<file path="src/rtl/handshake_fifo_buffer_pkg.sv">
// handshake_fifo_buffer_pkg: shared operation encoding and pointer-wrap helper for the elastic FIFO
package handshake_fifo_buffer_pkg;

    // Encoded as {push, pop} so the handshake bits cast directly into an operation
    typedef enum logic [1:0] {
        OP_IDLE = 2'b00,
        OP_POP  = 2'b01,
        OP_PUSH = 2'b10,
        OP_BOTH = 2'b11
    } fifo_op_e;

    function automatic int unsigned wrap_inc(input int unsigned p, input int unsigned depth);
        return (p == depth - 1) ? 0 : p + 1;
    endfunction

endpackage

</file>
<file path="src/rtl/handshake_fifo_storage.sv">
// handshake_fifo_storage: unreset slot array with one write port and one asynchronous read port
module handshake_fifo_storage #(
    parameter int DATA_WIDTH = 32,
    parameter int DEPTH      = 4
) (
    input  logic                       clk,
    input  logic                       we,
    input  logic [$clog2(DEPTH)-1:0]   waddr,
    input  logic [DATA_WIDTH-1:0]      wdata,
    input  logic [$clog2(DEPTH)-1:0]   raddr,
    output logic [DATA_WIDTH-1:0]      rdata
);

    logic [DATA_WIDTH-1:0] mem_q [DEPTH];

    always_ff @(posedge clk) begin
        if (we) mem_q[waddr] <= wdata;
    end

    assign rdata = mem_q[raddr];

endmodule

</file>
<file path="src/rtl/handshake_fifo_buffer.sv">
// handshake_fifo_buffer: opaque elastic FIFO with registered ready/valid and 1-cycle minimum latency
module handshake_fifo_buffer
    import handshake_fifo_buffer_pkg::*;
#(
    parameter int DATA_WIDTH = 32,
    parameter int DEPTH      = 4
) (
    input  logic                  clk,
    input  logic                  rst,
    input  logic [DATA_WIDTH-1:0] ins,
    input  logic                  ins_valid,
    output logic                  ins_ready,
    output logic [DATA_WIDTH-1:0] outs,
    output logic                  outs_valid,
    input  logic                  outs_ready
);

    localparam int PTR_W = $clog2(DEPTH);
    localparam int CNT_W = $clog2(DEPTH + 1);

    logic [PTR_W-1:0] wr_ptr_q, wr_ptr_d, rd_ptr_q, rd_ptr_d;
    logic [CNT_W-1:0] count_q, count_d;
    logic             push, pop;
    fifo_op_e         op;

    // Handshake flags decode only registered count, so no input-to-output path exists
    assign ins_ready  = count_q != CNT_W'(DEPTH);
    assign outs_valid = count_q != '0;
    assign push       = ins_valid && ins_ready;
    assign pop        = outs_valid && outs_ready;

    always_comb begin
        op       = fifo_op_e'({push, pop});
        wr_ptr_d = push ? PTR_W'(wrap_inc(32'(wr_ptr_q), DEPTH)) : wr_ptr_q;
        rd_ptr_d = pop  ? PTR_W'(wrap_inc(32'(rd_ptr_q), DEPTH)) : rd_ptr_q;
        count_d  = (op == OP_PUSH) ? count_q + CNT_W'(1) :
                   (op == OP_POP)  ? count_q - CNT_W'(1) : count_q;
    end

    always_ff @(posedge clk or posedge rst) begin
        if (rst) begin
            wr_ptr_q <= '0;
            rd_ptr_q <= '0;
            count_q  <= '0;
        end else begin
            wr_ptr_q <= wr_ptr_d;
            rd_ptr_q <= rd_ptr_d;
            count_q  <= count_d;
        end
    end

    handshake_fifo_storage #(
        .DATA_WIDTH(DATA_WIDTH),
        .DEPTH     (DEPTH)
    ) u_storage (
        .clk  (clk),
        .we   (push),
        .waddr(wr_ptr_q),
        .wdata(ins),
        .raddr(rd_ptr_q),
        .rdata(outs)
    );

endmodule

</file>
<file path="config.mk">
export PLATFORM = sky130hd
export DESIGN_NAME = handshake_fifo_buffer
export DESIGN_NICKNAME = d
export VERILOG_FILES = /design/src/rtl/handshake_fifo_buffer_pkg.sv /design/src/rtl/handshake_fifo_storage.sv /design/src/rtl/handshake_fifo_buffer.sv
export SDC_FILE = /design/constraint.sdc
export NUM_CORES = 1
export LEC_CHECK = 0
export ABC_AREA = 0
export BUFFER_PORTS_ARGS = -buffer_cell sky130_fd_sc_hd__buf_2
export CAP_MARGIN = 20
export CORE_ASPECT_RATIO = 0.75
export CORE_MARGIN = 4
export CORE_UTILIZATION = 50
export CTS_CLUSTER_SIZE = 24
export DETAILED_ROUTE_END_ITERATION = 8
export GPL_TIMING_DRIVEN = 0
export PLACE_DENSITY = 0.72
export SYNTH_ARGS = -nofsm -noshare
export SYNTH_HDL_FRONTEND = slang
export SYNTH_SLANG_ARGS = --single-unit
</file>
<file path="constraint.sdc">
create_clock -name clk -period 4 [get_ports clk]
set_input_delay 0.8 -clock clk [delete_from_list [all_inputs] [get_ports clk]]
set_output_delay 0.8 -clock clk [all_outputs]
set_load 0.005 [all_outputs]
</file>
==> impl_metrics.py, run 1 <==
metrics = {
    "synth": {
        "ys_types": 20,
        "synth_ff_type": "edfxtp_1",
        "avgSynthCellArea_um2": 24.8,
        "netlist.area_leader.share": 0.752,
        "synth_nets": 249,
        "synth.top_cells.by_count": "edfxtp_1, mux4_2, dfrtp_1",
        "yosys_warnings": 0,
        "syn-cell-area_um2": 5110,
        "synth.ff_latch_count": 135,
        "ys_async_sr_fraction": 0.0519,
        "synth_edf_count": 128,
        "syn_inst": 206,
        "yosysMostFrequentCell": "edfxtp_1",
        "synth_top_cell_by_area": "edfxtp_1",
        "yosysSeqAreaShare": 0.786,
        "synthTopCellsByArea": "edfxtp_1, mux4_2, dfrtp_1, mux4_1, ha_1",
    },
    "floorplan": {
        "core-area_um2": 9810,
        "row_count": 31,
        "start_util": 0.521,
        "ios": 70,
        "die_x_um": 125,
        "die-area_um2": 11900,
        "die_y_um": 95.6,
    },
    "drt": {
        "drc": 0,
        "routed_wl_um": 8510,
        "drt_pass1_iterations": 4,
        "ant_nets": 0,
        "routed_via_density": 5.31,
        "drt_iter0_markers": 156,
        "wl_per_cell_um": 19.4,
        "vias": 2332,
    },
    "placed_design": {
        "gp_congestion": 0.680,
        "portBuffers": 69,
        "dp_hpwl_um": 5080,
        "dp_cells": 407,
    },
    "clock_network": {
        "cts-root-buf": "clkbuf_16",
        "cts_buffers": 17,
        "cts_tree": "yes",
        "postCtsHoldBufs": 0,
        "cts-htree-levels": 4,
        "worstSkewPairLatency_ns": 0.40,
        "cts-resized-gates": 0,
        "cts.reportedPaths.clkPinSlew_ns": 0.06,
        "clock-sinks": 135,
        "clockBufferDepth": 2,
        "cts_setup_buffers": 0,
    },
    "global_routing": {
        "antenna_found_initial": 1,
        "grt.total_usage": 0.157,
        "grt_pass1_wl_um": 13600,
        "grt_max_degree": 33,
        "grt_pass1_vias": 2486,
        "overflow": 0,
    },
    "power": {
        "vdd_drop_max_uv": 431,
        "power_leakage_nw": 2.22,
        "powerDensity_nw_per_um2": 773,
    },
    "sta": {
        "maxSlewViolCount": 0,
        "fmax_ghz": 0.372,
        "max-slew-margin-rel": 0.410,
        "period_share": 0.672,
        "tns_ns": 0,
        "skew_ns": 0.00946,
        "min_period_ns": 2.69,
        "setup_viol": 0,
        "final_hold_viol_count": 0,
        "worst_pin_slew_ns": 0.885,
        "rsz0062_at_grt": "no",
    },
    "setup_path": {
        "cp_max_fo": 10,
        "setup.worst_path.end_class": "primary output",
        "crit_arrival_ns": 1.89,
        "r2r-end": "count_q[2]",
        "required_ns": 3.20,
        "worst-setup-path-type": "reg -> out",
        "r2r_slack_ns": 1.87,
        "rr_worst_depth": 8,
        "worstReg2RegStart": "count_q[0]",
        "start_kind": "flop",
    },
    "layout": {
        "nNetsFinal": 337,
        "num_antenna_cells": 0,
        "syn_to_final_growth_pct": 22.0,
        "final_cells": 439,
        "drive_gt1_frac": 0.476,
    },
    "min_path": {
        "min_path_type": "in -> async",
    },
    "job": {
        "maxCapViolCount": 0,
    },
    "outcome": {
        "outcome": "complete, no violations",
    },
}
[worst max-delay path by stage]
stage	end	depth (start not counted)	slack, ns	start
final	outs[12]	4	1.31	rd_ptr_q[1]
after global routing	outs[12]	4	1.18	rd_ptr_q[1]
after CTS	outs[12]	4	1.27	rd_ptr_q[1]
after detailed placement	u_storage.mem_q[0][14]	3	1.58	ins_valid
after global placement	u_storage.mem_q[0][11]	3	1.03	ins_valid
after floorplan	u_storage.mem_q[3][0]	2	1.73	ins_valid
[placed cells by master, fill, tap and decap left out, drive strengths merged]
master    count
a21boi        1
and2          4
buf          76
bufinv        4
clkbuf       19
clkinv        7
clkinvlp      2
dfrtp         7
edfxtp      128
fa            1
ha            6
inv           5
mux2          5
mux4         32
nand2         2
nor2          4
or3           1
xnor2         1
xor2          2
[metal layers]
| layer | vias to the layer above | wire length (um) | global-route usage |
|---|---|---|---|
| li1 | 1054 | - | - |
| met1 | 1193 | 3810 | 0.204 |
| met4 | 2 | 84 | 0.0547 |
| met2 | 69 | 4080 | 0.244 |
| met3 | 14 | 537 | 0.0627 |
| met5 | - | 7 | 0 |
[power by group]
part           total (W)  leakage [nW]  internal [W]  switching [W]
Combinational    0.00127         0.669      0.000657       0.000614
Sequential       0.00197          1.25       0.00188      0.0000876
Clock            0.00158         0.297       0.00104       0.000543
[worst max-delay path: stages (launching register included)]
cell and delay (ns):
dfrtp_1 0.34, clkbuf_1 0.27, buf_2 0.33, mux4_1 0.39, buf_2 0.16
[layout make-up]
class                      instances  area [um2]
sequential                       135        4020
multi-input combinational         59         991
clock buffer                      18         429
buffer                             8        90.1
timing repair buffer              69         345
fill                             660        3580
inverter                           4        15.0
clock inverter                    14         181
tap                              132         165
[through the flow]
stage	area [um2]	worst slack, ns	util	hold WS, ns	total power, W
4_1_cts	6240	1.27	0.635	0.316	0.00491
2_1_floorplan	5110	1.73	-	0.500	0.00283
5_1_grt	6240	1.18	0.635	0.339	0.00509
6_report	6240	1.31	0.635	0.336	0.00482
3_5_place_dp	5630	1.58	0.573	0.531	0.00330
3_3_place_gp	5620	1.03	0.573	0.524	0.00327
[cell families after synthesis]
group / share of synthesized area
compound gates: 0.00220
fa+ha+maj: 0.0186
xor+xnor: 0.00514
simple gates: 0.0120
mux: 0.155
flops: 0.786
buf+inv: 0.0206
[flip-flops by register name, summed over array words and instances, names as in the netlist]
name / cells
rd_ptr_q: 2
wr_ptr_q: 2
u_storage.mem_q: 128
count_q: 3
Power figures use the tool's default switching activity.
==> run 2, diff against run 1 <==
==> constraint.sdc (replaced) <==
create_clock -name clk -period 2.5 [get_ports clk]
set_input_delay 0.5 -clock clk [delete_from_list [all_inputs] [get_ports clk]]
set_output_delay 0.5 -clock clk [all_outputs]
set_load 0.005 [all_outputs]
==> run 2 against run 1 <==
Against the previous run:
- power is 60% higher
- die area stayed put
- routed wire length hardly changed
- highest routed layer unchanged
- critical path type unchanged
==> impl_metrics.py, run 2 (same netlist as run 1, synthesis figures left out) <==
metrics = {
    "outcome": {
        "outcome": "complete, no violations",
    },
    "placed_design": {
        "dp_cells": 407,
        "gp_congestion": 0.680,
        "dp_hpwl_um": 5080,
        "portBuffers": 69,
    },
    "clock_network": {
        "clock-sinks": 135,
        "cts_tree": "yes",
        "postCtsHoldBufs": 0,
        "clockBufferDepth": 2,
        "cts-htree-levels": 4,
        "cts_buffers": 17,
        "worstSkewPairLatency_ns": 0.40,
        "cts-root-buf": "clkbuf_16",
        "cts.reportedPaths.clkPinSlew_ns": 0.06,
    },
    "drt": {
        "routed_wl_um": 8520,
        "drc": 0,
        "ant_nets": 0,
        "drt_pass1_iterations": 4,
        "wl_per_cell_um": 19.4,
        "vias": 2333,
        "drt_iter0_markers": 156,
        "routed_via_density": 5.31,
    },
    "layout": {
        "num_antenna_cells": 0,
        "final_cells": 439,
        "nNetsFinal": 337,
        "final_common_cell": "edfxtp_1",
        "regMostFlops": "u_storage.mem_q",
        "syn_to_final_growth_pct": 22.1,
        "final_cell_mix": "edfxtp_1, buf_2, mux4_2",
        "largest_register_ffs": 128,
        "utilization": 0.636,
        "drive_gt1_frac": 0.476,
        "reg_top3": "u_storage.mem_q (128), count_q (3)",
    },
    "global_routing": {
        "grt_util_met1": 0.204,
        "top_usage_layer": "met2",
        "grt_use_met3": 0.0627,
        "antenna_found_initial": 1,
        "overflow": 0,
        "grt.total_usage": 0.157,
        "grt_max_degree": 33,
        "grt_pass1_vias": 2486,
        "grt_pass1_wl_um": 13600,
        "grtUsageMet2": 0.244,
    },
    "sta": {
        "skew_ns": 0.00946,
        "worst_pin_slew_ns": 0.888,
        "rsz0062_at_grt": "no",
        "maxSlewViolCount": 0,
        "final_hold_viol_count": 0,
        "setup_viol": 0,
        "fmax_ghz": 0.420,
        "max-slew-margin-rel": 0.408,
        "period_share": 0.952,
        "min_period_ns": 2.38,
    },
    "floorplan": {
        "die_x_um": 125,
        "core-area_um2": 9810,
        "ios": 70,
        "row_count": 31,
        "die_y_um": 95.6,
        "die-area_um2": 11900,
        "start_util": 0.521,
    },
    "setup_path": {
        "cp_max_fo": 10,
        "worst-setup-path-type": "reg -> out",
        "setup.worst_path.end_class": "primary output",
        "start_kind": "flop",
        "crit_arrival_ns": 1.88,
        "rr_worst_depth": 8,
        "required_ns": 2.00,
    },
    "power": {
        "powerDensity_nw_per_um2": 1240,
        "vdd_drop_max_uv": 689,
        "power_leakage_nw": 2.22,
    },
    "min_path": {
        "min_path_type": "in -> async",
    },
    "job": {
        "maxCapViolCount": 0,
    },
}
-- run 2: through the flow --
stage                     total power (W)  hold WS, ns  area, um2  setup WS (ns)  TNS (ns)
after detailed placement          0.00528        0.452       5630          0.381         0
after CTS                         0.00785       0.0159       6240         0.0697         0
final                             0.00771       0.0365       6240          0.120         0
after floorplan                   0.00452        0.303       5110          0.528         0
after global routing              0.00814       0.0393       6240        0.00236         0
after global placement            0.00523        0.449       5620         -0.170    -20.53
-- run 2: worst max-delay path: stages (launching register included) --
cell	delay, ns
dfrtp_1	0.34
clkbuf_1	0.28
buf_2	0.34
mux4_2	0.37
buf_2	0.15
-- run 2: final cells by class --
cell class / instances / area (um2)
inverters: 4 / 15.0
fillers: 659 / 3570
repair buffers: 69 / 345
flip-flops and latches: 135 / 4020
plain buffers: 8 / 92.6
well taps: 132 / 165
clock inverters: 14 / 181
multi-input cells: 59 / 991
clock buffers: 18 / 429
-- run 2: repair_timing --
item,CTS,global route
resized for setup,0,1
setup buffers,0,0
setup endpoints to repair,0,1
-- run 2: power breakdown --
group	switching, W	internal [W]
Clock	0.000869	0.00166
Combinational	0.000982	0.00106
Sequential	0.000140	0.00301
-- run 2: metal layers --
| metal | vias up | wire length [um] |
|---|---|---|
| li1 | 1054 | - |
| met2 | 69 | 4080 |
| met4 | 2 | 84 |
| met1 | 1194 | 3810 |
| met5 | - | 7 |
| met3 | 14 | 537 |
-- run 2: final timing paths --
kind	start	endpoint	slack, ns
worst max-delay path	rd_ptr_q[1]	outs[17]	0.12
worst min-delay path	rst	count_q[1]	0.04
worst max register to register	count_q[0]	count_q[2]	0.37
worst min register to register	count_q[2]	count_q[2]	0.55
max in group asynchronous	rst	rd_ptr_q[1]	2.23
min in group clk	ins[13]	u_storage.mem_q[0][13]	0.31
